**config.mk**
```make
export PLATFORM = sky130hd
export DESIGN_NAME = priority_req_capture_flat
export DESIGN_NICKNAME = d
export VERILOG_FILES = /design/src/rtl/priority_req_capture_if.sv /design/src/rtl/priority_req_capture.sv /design/src/flat_wrapper.sv
export SDC_FILE = /design/constraint.sdc
export NUM_CORES = 1
export LEC_CHECK = 0
export BUFFER_PORTS_ARGS = -buffer_cell sky130_fd_sc_hd__clkbuf_2
export CELL_PAD_IN_SITES_DETAIL_PLACEMENT = 0
export CELL_PAD_IN_SITES_GLOBAL_PLACEMENT = 1
export CORE_MARGIN = 8
export CORE_UTILIZATION = 39
export DETAILED_ROUTE_END_ITERATION = 16
export PLACE_DENSITY = 0.87
export REMOVE_ABC_BUFFERS = 1
export SYNTH_ARGS = -nofsm -noshare
export SYNTH_HDL_FRONTEND = slang
export SYNTH_SLANG_ARGS = --single-unit
export TNS_END_PERCENT = 50
```
**constraint.sdc**
```tcl
create_clock -name clk -period 4.25 [get_ports clk]
set_input_delay 0.2125 -clock clk [delete_from_list [all_inputs] [get_ports clk]]
set_output_delay 0.2125 -clock clk [all_outputs]
set_load 0.03 [all_outputs]
```
**src/rtl/priority_req_capture_if.sv**
```systemverilog
// Request/grant bundle between capture stage and its neighbours.
// Master drives requests/ack; slave (the capture stage) drives grants.
interface priority_req_capture_if #(
    parameter int DROP_CNT_W = 4
);
    logic                  req_a;
    logic                  req_b;
    logic                  req_c;
    logic                  ack;
    logic                  gnt_a;
    logic                  gnt_b;
    logic                  gnt_c;
    logic                  valid;
    logic [2:0]            pend;
    logic [DROP_CNT_W-1:0] drop_cnt;

    modport master (
        output req_a, req_b, req_c, ack,
        input  gnt_a, gnt_b, gnt_c, valid, pend, drop_cnt
    );

    modport slave (
        input  req_a, req_b, req_c, ack,
        output gnt_a, gnt_b, gnt_c, valid, pend, drop_cnt
    );
endinterface

```
**src/rtl/priority_req_capture.sv**
```systemverilog
// Sticky request capture with one-at-a-time held grant and drop counter.
// Define PRIORITY_REQ_RR_EN for round-robin instead of fixed a>b>c.
module priority_req_capture #(
    parameter int DROP_CNT_W = 4
) (
    input  logic clk,
    input  logic rst_n,
    priority_req_capture_if.slave bus
);
    localparam logic [0:0] IDLE  = 1'b0;
    localparam logic [0:0] GRANT = 1'b1;
    localparam int SW = DROP_CNT_W + 2;
    localparam logic [SW-1:0] DROP_MAX = SW'({DROP_CNT_W{1'b1}});

    logic [0:0]            r_state;
    logic [2:0]            r_pend;
    logic [2:0]            r_gnt;
    logic [DROP_CNT_W-1:0] r_drop;

    logic [2:0]    w_req;
    logic          w_acked;
    logic [2:0]    w_clr;
    logic [2:0]    w_coal;
    logic [1:0]    w_ncoal;
    logic [SW-1:0] w_sum;
    logic [2:0]    w_pick;

    assign w_req   = {bus.req_c, bus.req_b, bus.req_a};
    assign w_acked = (r_state == GRANT) & bus.ack;
    assign w_clr   = w_acked ? r_gnt : 3'b000;
    // A request on the channel being cleared re-arms it; not a drop.
    assign w_coal  = w_req & r_pend & ~w_clr;
    assign w_ncoal = 2'(w_coal[0]) + 2'(w_coal[1])
                   + 2'(w_coal[2]);
    assign w_sum   = SW'(r_drop) + SW'(w_ncoal);

`ifdef PRIORITY_REQ_RR_EN
    logic [1:0] r_last;

    always_comb begin
        w_pick = 3'b000;
        case (r_last)
            2'd0: begin
                if (r_pend[1])      w_pick = 3'b010;
                else if (r_pend[2]) w_pick = 3'b100;
                else if (r_pend[0]) w_pick = 3'b001;
            end
            2'd1: begin
                if (r_pend[2])      w_pick = 3'b100;
                else if (r_pend[0]) w_pick = 3'b001;
                else if (r_pend[1]) w_pick = 3'b010;
            end
            default: begin
                if (r_pend[0])      w_pick = 3'b001;
                else if (r_pend[1]) w_pick = 3'b010;
                else if (r_pend[2]) w_pick = 3'b100;
            end
        endcase
    end

    // Pointer starts at "c served" so the first search is a>b>c.
    always_ff @(posedge clk or negedge rst_n) begin
        if (!rst_n) begin
            r_last <= 2'd2;
        end else if (w_acked) begin
            if (r_gnt[0])      r_last <= 2'd0;
            else if (r_gnt[1]) r_last <= 2'd1;
            else               r_last <= 2'd2;
        end
    end
`else
    always_comb begin
        w_pick = 3'b000;
        if (r_pend[0])      w_pick = 3'b001;
        else if (r_pend[1]) w_pick = 3'b010;
        else if (r_pend[2]) w_pick = 3'b100;
    end
`endif

    always_ff @(posedge clk or negedge rst_n) begin
        if (!rst_n) begin
            r_pend <= 3'b000;
            r_drop <= '0;
        end else begin
            r_pend <= w_req | (r_pend & ~w_clr);
            if (w_sum > DROP_MAX)
                r_drop <= DROP_MAX[DROP_CNT_W-1:0];
            else
                r_drop <= w_sum[DROP_CNT_W-1:0];
        end
    end

    // Grant loads from registered pend only, so same-cycle requests wait.
    always_ff @(posedge clk or negedge rst_n) begin
        if (!rst_n) begin
            r_state <= IDLE;
            r_gnt   <= 3'b000;
        end else begin
            case (r_state)
                IDLE: begin
                    if (r_pend != 3'b000) begin
                        r_gnt   <= w_pick;
                        r_state <= GRANT;
                    end
                end
                default: begin
                    if (bus.ack) begin
                        r_gnt   <= 3'b000;
                        r_state <= IDLE;
                    end
                end
            endcase
        end
    end

    assign bus.gnt_a    = r_gnt[0];
    assign bus.gnt_b    = r_gnt[1];
    assign bus.gnt_c    = r_gnt[2];
    assign bus.valid    = (r_state == GRANT);
    assign bus.pend     = r_pend;
    assign bus.drop_cnt = r_drop;
endmodule

```
**src/flat_wrapper.sv**
```systemverilog
// flat-port wrapper written by rule: the top's interface ports become plain ports
module priority_req_capture_flat 
#(
    parameter int DROP_CNT_W = 4
)
  (clk, rst_n, bus_req_a, bus_req_b, bus_req_c, bus_ack, bus_gnt_a, bus_gnt_b, bus_gnt_c, bus_valid, bus_pend, bus_drop_cnt);
  priority_req_capture_if #(.DROP_CNT_W(DROP_CNT_W)) bus_i ();
  input  logic clk;
  input  logic rst_n;
  input wire logic [$bits(bus_i.req_a)-1:0] bus_req_a;
  input wire logic [$bits(bus_i.req_b)-1:0] bus_req_b;
  input wire logic [$bits(bus_i.req_c)-1:0] bus_req_c;
  input wire logic [$bits(bus_i.ack)-1:0] bus_ack;
  output wire logic [$bits(bus_i.gnt_a)-1:0] bus_gnt_a;
  output wire logic [$bits(bus_i.gnt_b)-1:0] bus_gnt_b;
  output wire logic [$bits(bus_i.gnt_c)-1:0] bus_gnt_c;
  output wire logic [$bits(bus_i.valid)-1:0] bus_valid;
  output wire logic [$bits(bus_i.pend)-1:0] bus_pend;
  output wire logic [$bits(bus_i.drop_cnt)-1:0] bus_drop_cnt;
  assign bus_i.req_a = bus_req_a;
  assign bus_i.req_b = bus_req_b;
  assign bus_i.req_c = bus_req_c;
  assign bus_i.ack = bus_ack;
  assign bus_gnt_a = bus_i.gnt_a;
  assign bus_gnt_b = bus_i.gnt_b;
  assign bus_gnt_c = bus_i.gnt_c;
  assign bus_valid = bus_i.valid;
  assign bus_pend = bus_i.pend;
  assign bus_drop_cnt = bus_i.drop_cnt;
  priority_req_capture #(.DROP_CNT_W(DROP_CNT_W)) u_core (.clk(clk), .rst_n(rst_n), .bus(bus_i));
endmodule
```
# --- After elaboration in Yosys (flattened, before gate mapping) ---
# Index checks and enable logic that the tools add are counted.
word_totals:
  ff_bits: 11
op_classes:
  n_addsub: 3
  order_cmp: 1
  eq_ne: 1
  muxes: 11
  bitwise: 6
  reduce_logical: 3
ops:
  columns: ["operator", "n"]
  rows:
  - ["$mux 3", 7]
  - ["$and 3x3->3", 3]
  - ["$gt 6x4->1 const B", 1]
  - ["$add 4x2->5", 1]
  - ["$mux 4", 1]
  - ["$mux 1", 3]
  - ["$not 3->3", 1]
  - ["$or 3x3->3", 1]
  - ["$reduce_bool 3->1", 1]
  - ["$add 1x1->2", 1]
  - ["$add 2x1->2", 1]
  - ["$ne 2x2->1 const B", 1]
  - ["$reduce_and 2->1", 1]
  - ["$reduce_bool 2->1", 1]
  - ["$and 1x1->1", 1]

# --- Longest topological paths before layout ---
depth:
  depth_word: 9
  mapped_depth: 9

# --- Least setup slack after synthesis ---
# No wires, ideal clock.
synth_path:
  path_kind: "reg-to-reg"
  from: "reg u_core.r_state (netlist: u_core.bus.valid)"
  to: "reg u_core.r_drop[2] (netlist: u_core.bus.drop_cnt[2])"
  setup_ps: 125
  arrival_ps: 2304
  path_slack_ps: 1821
  path_stages_with_launch: 10
  path_cell_list: "dfrtp_1 buf_6 nand3_1 and3_1 fa_1 ha_1 inv_1 fa_1 nor3_1 a21oi_1"
synth_via:
  elab_chain_len: 9
synth_lines:
  columns: ["item", "line", "source"]
  rows:
  - ["start, declared", "priority_req_capture.sv:15", "logic [0:0] r_state;"]
  - ["start signal, assigned", "priority_req_capture.sv:96", "r_state <= IDLE;"]
  - ["start signal, assigned", "priority_req_capture.sv:103", "r_state <= GRANT;"]
  - ["start signal, assigned", "priority_req_capture.sv:109", "r_state <= IDLE;"]
  - ["$and 1x1->1 *", "priority_req_capture.sv:29", "assign w_acked = (r_state == GRANT) & bus.ack;"]
  - ["$mux 3 *", "priority_req_capture.sv:30", "assign w_clr = w_acked ? r_gnt : 3'b000;"]
  - ["$not 3->3 *", "priority_req_capture.sv:32", "assign w_coal = w_req & r_pend & ~w_clr;"]
  - ["$and 3x3->3 *", "priority_req_capture.sv:32", null]
  - ["$add 1x1->2", "priority_req_capture.sv:33", "assign w_ncoal = 2'(w_coal[0]) + 2'(w_coal[1])"]
  - ["$add 2x1->2 *", "priority_req_capture.sv:34", "+ 2'(w_coal[2]);"]
  - ["$add 4x2->5 *", "priority_req_capture.sv:35", "assign w_sum = SW'(r_drop) + SW'(w_ncoal);"]
  - ["$gt 6x4->1", "priority_req_capture.sv:86", "if (w_sum > DROP_MAX)"]
  - ["$mux 4 *", "priority_req_capture.sv:86", null]
  - ["end signal, assigned", "priority_req_capture.sv:87", "r_drop <= DROP_MAX[DROP_CNT_W-1:0];"]
  - ["end signal, assigned", "priority_req_capture.sv:89", "r_drop <= w_sum[DROP_CNT_W-1:0];"]
  - ["end, declared", "priority_req_capture.sv:18", "logic [DROP_CNT_W-1:0] r_drop;"]
# Mark *: on every way between the ends. The rest lies on a longest branch, timed or not.
# A chain may end at the register's enable or synchronous reset.

# --- Final worst setup path ---
# Same ends and word-level chain as after synthesis.

==> results.rst <==
.. list-table::
   :header-rows: 1

   * - Metric
     - Value
   * - Run status
     - finished clean
   * - Type of the worst setup path
     - flop to flop
   * - Vias/cell
     - 4.85
   * - Library cell with the largest summed area after synthesis
     - dfrtp_1
   * - Cell-by-cell listing of the critical path
     - nand3_1 -> and3_1 -> fa_1 -> ha_1 -> inv_1 -> fa_1 -> nor3_1 -> a21oi_1
   * - Placement Rows
     - 13
   * - Detailed placement HPWL
     - 878 µm
   * - First-pass GRT wire length
     - 1770 µm
   * - Share of power burned in the clock network
     - 18.0%
   * - Cts repair resizes
     - 0
   * - Starting density of the core
     - 42.5%
   * - Peak per-stage delay on the critical path
     - 0.54 ns
   * - Cell internal pwr
     - 0.000222 W
   * - Most instantiated library cell after synthesis
     - dfrtp_1
   * - Overall global routing resource usage
     - 8.63%
   * - Final GP Congestion
     - 0.735
   * - CTS root buf
     - clkbuf_4
   * - Cell with the most instances on the worst path
     - fa_1
   * - Number of antenna violations at the first check in global routing
     - 0
   * - Detailed-route DRC error count
     - 0
   * - Sequential-to-total area share from yosys stat
     - 49.1%
   * - Number of CTS-inserted buffers
     - 3
   * - First-pass iteration count of the detailed router
     - 4
   * - Peak supply drop
     - 0.000329 V
   * - Worst Setup Start Kind
     - flop
   * - Number of cells produced by synthesis
     - 52
   * - Post-route clock period utilization
     - 56.6%
   * - Core area
     - 0.00132 mm²
   * - Power Density
     - 544 mW/mm²
   * - Pin count of the biggest net entering global routing
     - 12
   * - Buffers inserted during post-CTS setup optimization
     - 0
   * - Wirelength, routed
     - 1070 µm
   * - Area share of the largest cell type after synthesis
     - 49.1%
   * - Post-CTS clock slew at the launch and capture registers of the worst setup and hold paths
     - 0.07 ns
   * - Maximum fanout count along the critical path
     - 11
   * - Count of routing violations after the opening detailed-route iteration
     - 11
   * - Later-pin clock latency in the skew report
     - 0.26 ns
   * - Antenna viol nets, final
     - 0
   * - Port-buffer cells
     - 16
   * - Clk sink count
     - 11
   * - Number of placed I/O pins
     - 17
   * - Yosys synthesis warning count
     - 0
   * - Antenna diodes
     - 0
   * - Worst Clk Skew
     - 0.00289 ns
   * - Area of the die
     - 0.00291 mm²
   * - CTS H-tree depth
     - 1
   * - Post-synthesis async set-or-reset flop share
     - 100%
   * - Average size of a mapped cell
     - 10.8 µm²
   * - Ratio of cells with drive above 1 in the final layout
     - 30.6%
   * - RSZ-0062 raised after global routing
     - false
   * - Top area cells in the synthesized netlist
     - dfrtp_1 (49%), fa_1 (7.1%), ha_1 (4.5%)
   * - Die X
     - 53.9 µm
   * - Switching power
     - 0.000151 W
   * - Syn Std Cell Area
     - 561 µm²
   * - Most frequent cells after synthesis
     - dfrtp_1 (11), inv_1 (6), a21oi_1 (4), nand3_1 (4)
   * - Portion of total power attributed to sequential cells
     - 39.7%
   * - Reported max-cap violation count
     - 0
   * - Worst path setup slack after routing
     - 1.84 ns
   * - Vias in the first global route
     - 398
   * - Final Util
     - 52.0%
   * - Worst Hold Class
     - input pin to flop
   * - Floorplan die height
     - 53.9 µm
   * - Leakage power figure
     - 0.349 nW
   * - Final period demand of the worst path
     - 2.41 ns
   * - CTS tree
     - done
   * - Finish-stage setup viols
     - 0
   * - Proportion of power drawn by combinational gates
     - 42.3%
   * - Worst relative slew slack
     - 78.1%
   * - Endpoints failing hold
     - 0
   * - Avg WL per Cell
     - 12.3 µm
   * - Required time at the worst-slack endpoint
     - 4.40 ns
   * - Highest attainable clock frequency
     - 0.415 GHz
   * - Vias after detailed routing
     - 422
   * - Final TNS setup
     - 0 ns
   * - Cell at the slowest stage of the critical path
     - dfrtp_1
   * - Total Nets Final
     - 83
   * - Net Sw Frac
     - 40.4%
   * - Main synth FF type
     - dfrtp_1
   * - Max-slew violation count
     - 0
   * - Arrival time at the worst endpoint
     - 2.56 ns
   * - GRT Residual Overflow
     - 0
   * - Buffers from clock root to sink, at most
     - 2
   * - Least-Margin Pin Slew
     - 0.328 ns
   * - Kind of end point of the critical path
     - flop
   * - Yosys reg bits
     - 11
   * - Signed area change from the synthesized netlist to the final layout
     - 22.3%
   * - Number of library cell types mapped by synthesis
     - 21
   * - Count of flip-flops with a built-in enable after synthesis
     - 0
   * - Pre-CTS setup slack
     - 1.86 ns
[placed cells by master (no fill, tap or decap), types with 3 or more instances in the layout]
cell,count
dfrtp_1,11
clkbuf_4,3
a21o_1,3
a21oi_1,4
clkbuf_2,16
inv_1,6
and3_1,3
nand3_1,4
nand2_1,3
[routing by layer]
metal  global-route usage [%]  vias up  routed length, µm
li1                         -      221                  -
met1                     10.3      190                457
met2                     12.0       11                498
met3                     6.34        0                114
met4                     2.52        0                  0
met5                        0        -                  0
[cell families (layout without fill, tap and decap cells)]
group | Yosys count | after routing | synth area share, %
flops | 11 | 11 | 49.1
buf+inv | 7 | 27 | 6.03
fa+ha+maj | 4 | 4 | 11.6
compound gates | 12 | 12 | 15.2
simple gates | 18 | 18 | 18.1
[cell type report]
cell class	instances	area (µm²)
inverters	6	22.5
well taps	15	18.8
flip-flops and latches	11	275
repair buffers	17	90.1
clock inverters	1	5.00
clock buffers	3	22.5
fillers	125	632
multi-input cells	34	251
[power groups by stage]
stage	sequential [W]	clock, W	combinational, W
final	0.000148	0.0000671	0.000158
after global routing	0.000153	0.0000771	0.000181
after CTS	0.000148	0.0000721	0.000162
after detailed placement	0.000150	0	0.000160
after global placement	0.000150	0	0.000158
after floorplan	0.000189	0	0.0000782
[critical path: cells and delay by family (launching register included)]
family | cells | cell delay, ns
simple gates | 3 | 0.56
flops | 1 | 0.54
compound gates | 1 | 0.06
buf+inv | 1 | 0.05
fa+ha+maj | 3 | 1.09
[state kept, by name (all words and copies together) (netlist names)]
register	count
u_core.bus.valid	1
u_core.bus.pend	3
u_core.r_gnt	3
u_core.bus.drop_cnt	4
[per-stage QoR]
stage               cell area [µm²]  std cells  power [W]  hold WS (ns)
floorplan                       549         51   0.000267       -0.0831
finish                          686         87   0.000373         0.137
CTS                             686         87   0.000382         0.129
global placement                648         82   0.000307         0.101
global route                    686         87   0.000411         0.122
detailed placement              648         82   0.000310         0.103
[worst paths after layout]
kind	from	slack, ns	to	cells after the start
max	u_core.bus.valid$_DFF_PN0_	1.84	u_core.bus.drop_cnt[2]$_DFF_PN0_	8
max in group asynchronous	rst_n	3.69	u_core.r_gnt[1]$_DFFE_PN0P_	2
max reg2reg	u_core.bus.valid$_DFF_PN0_	1.84	u_core.bus.drop_cnt[2]$_DFF_PN0_	8
min in group asynchronous	rst_n	0.35	u_core.bus.valid$_DFF_PN0_	2
min reg2reg	u_core.r_gnt[1]$_DFFE_PN0P_	0.54	u_core.r_gnt[1]$_DFFE_PN0P_	2
min	bus_req_c	0.14	u_core.bus.pend[2]$_DFF_PN0_	2
[what timing repair did]
item / in CTS / in global routing
hold buffers: 1 / 0
setup endpoints to repair: 0 / 0
endpoints found under the hold margin: 11 / 0
Power figures use the tool's default switching activity.
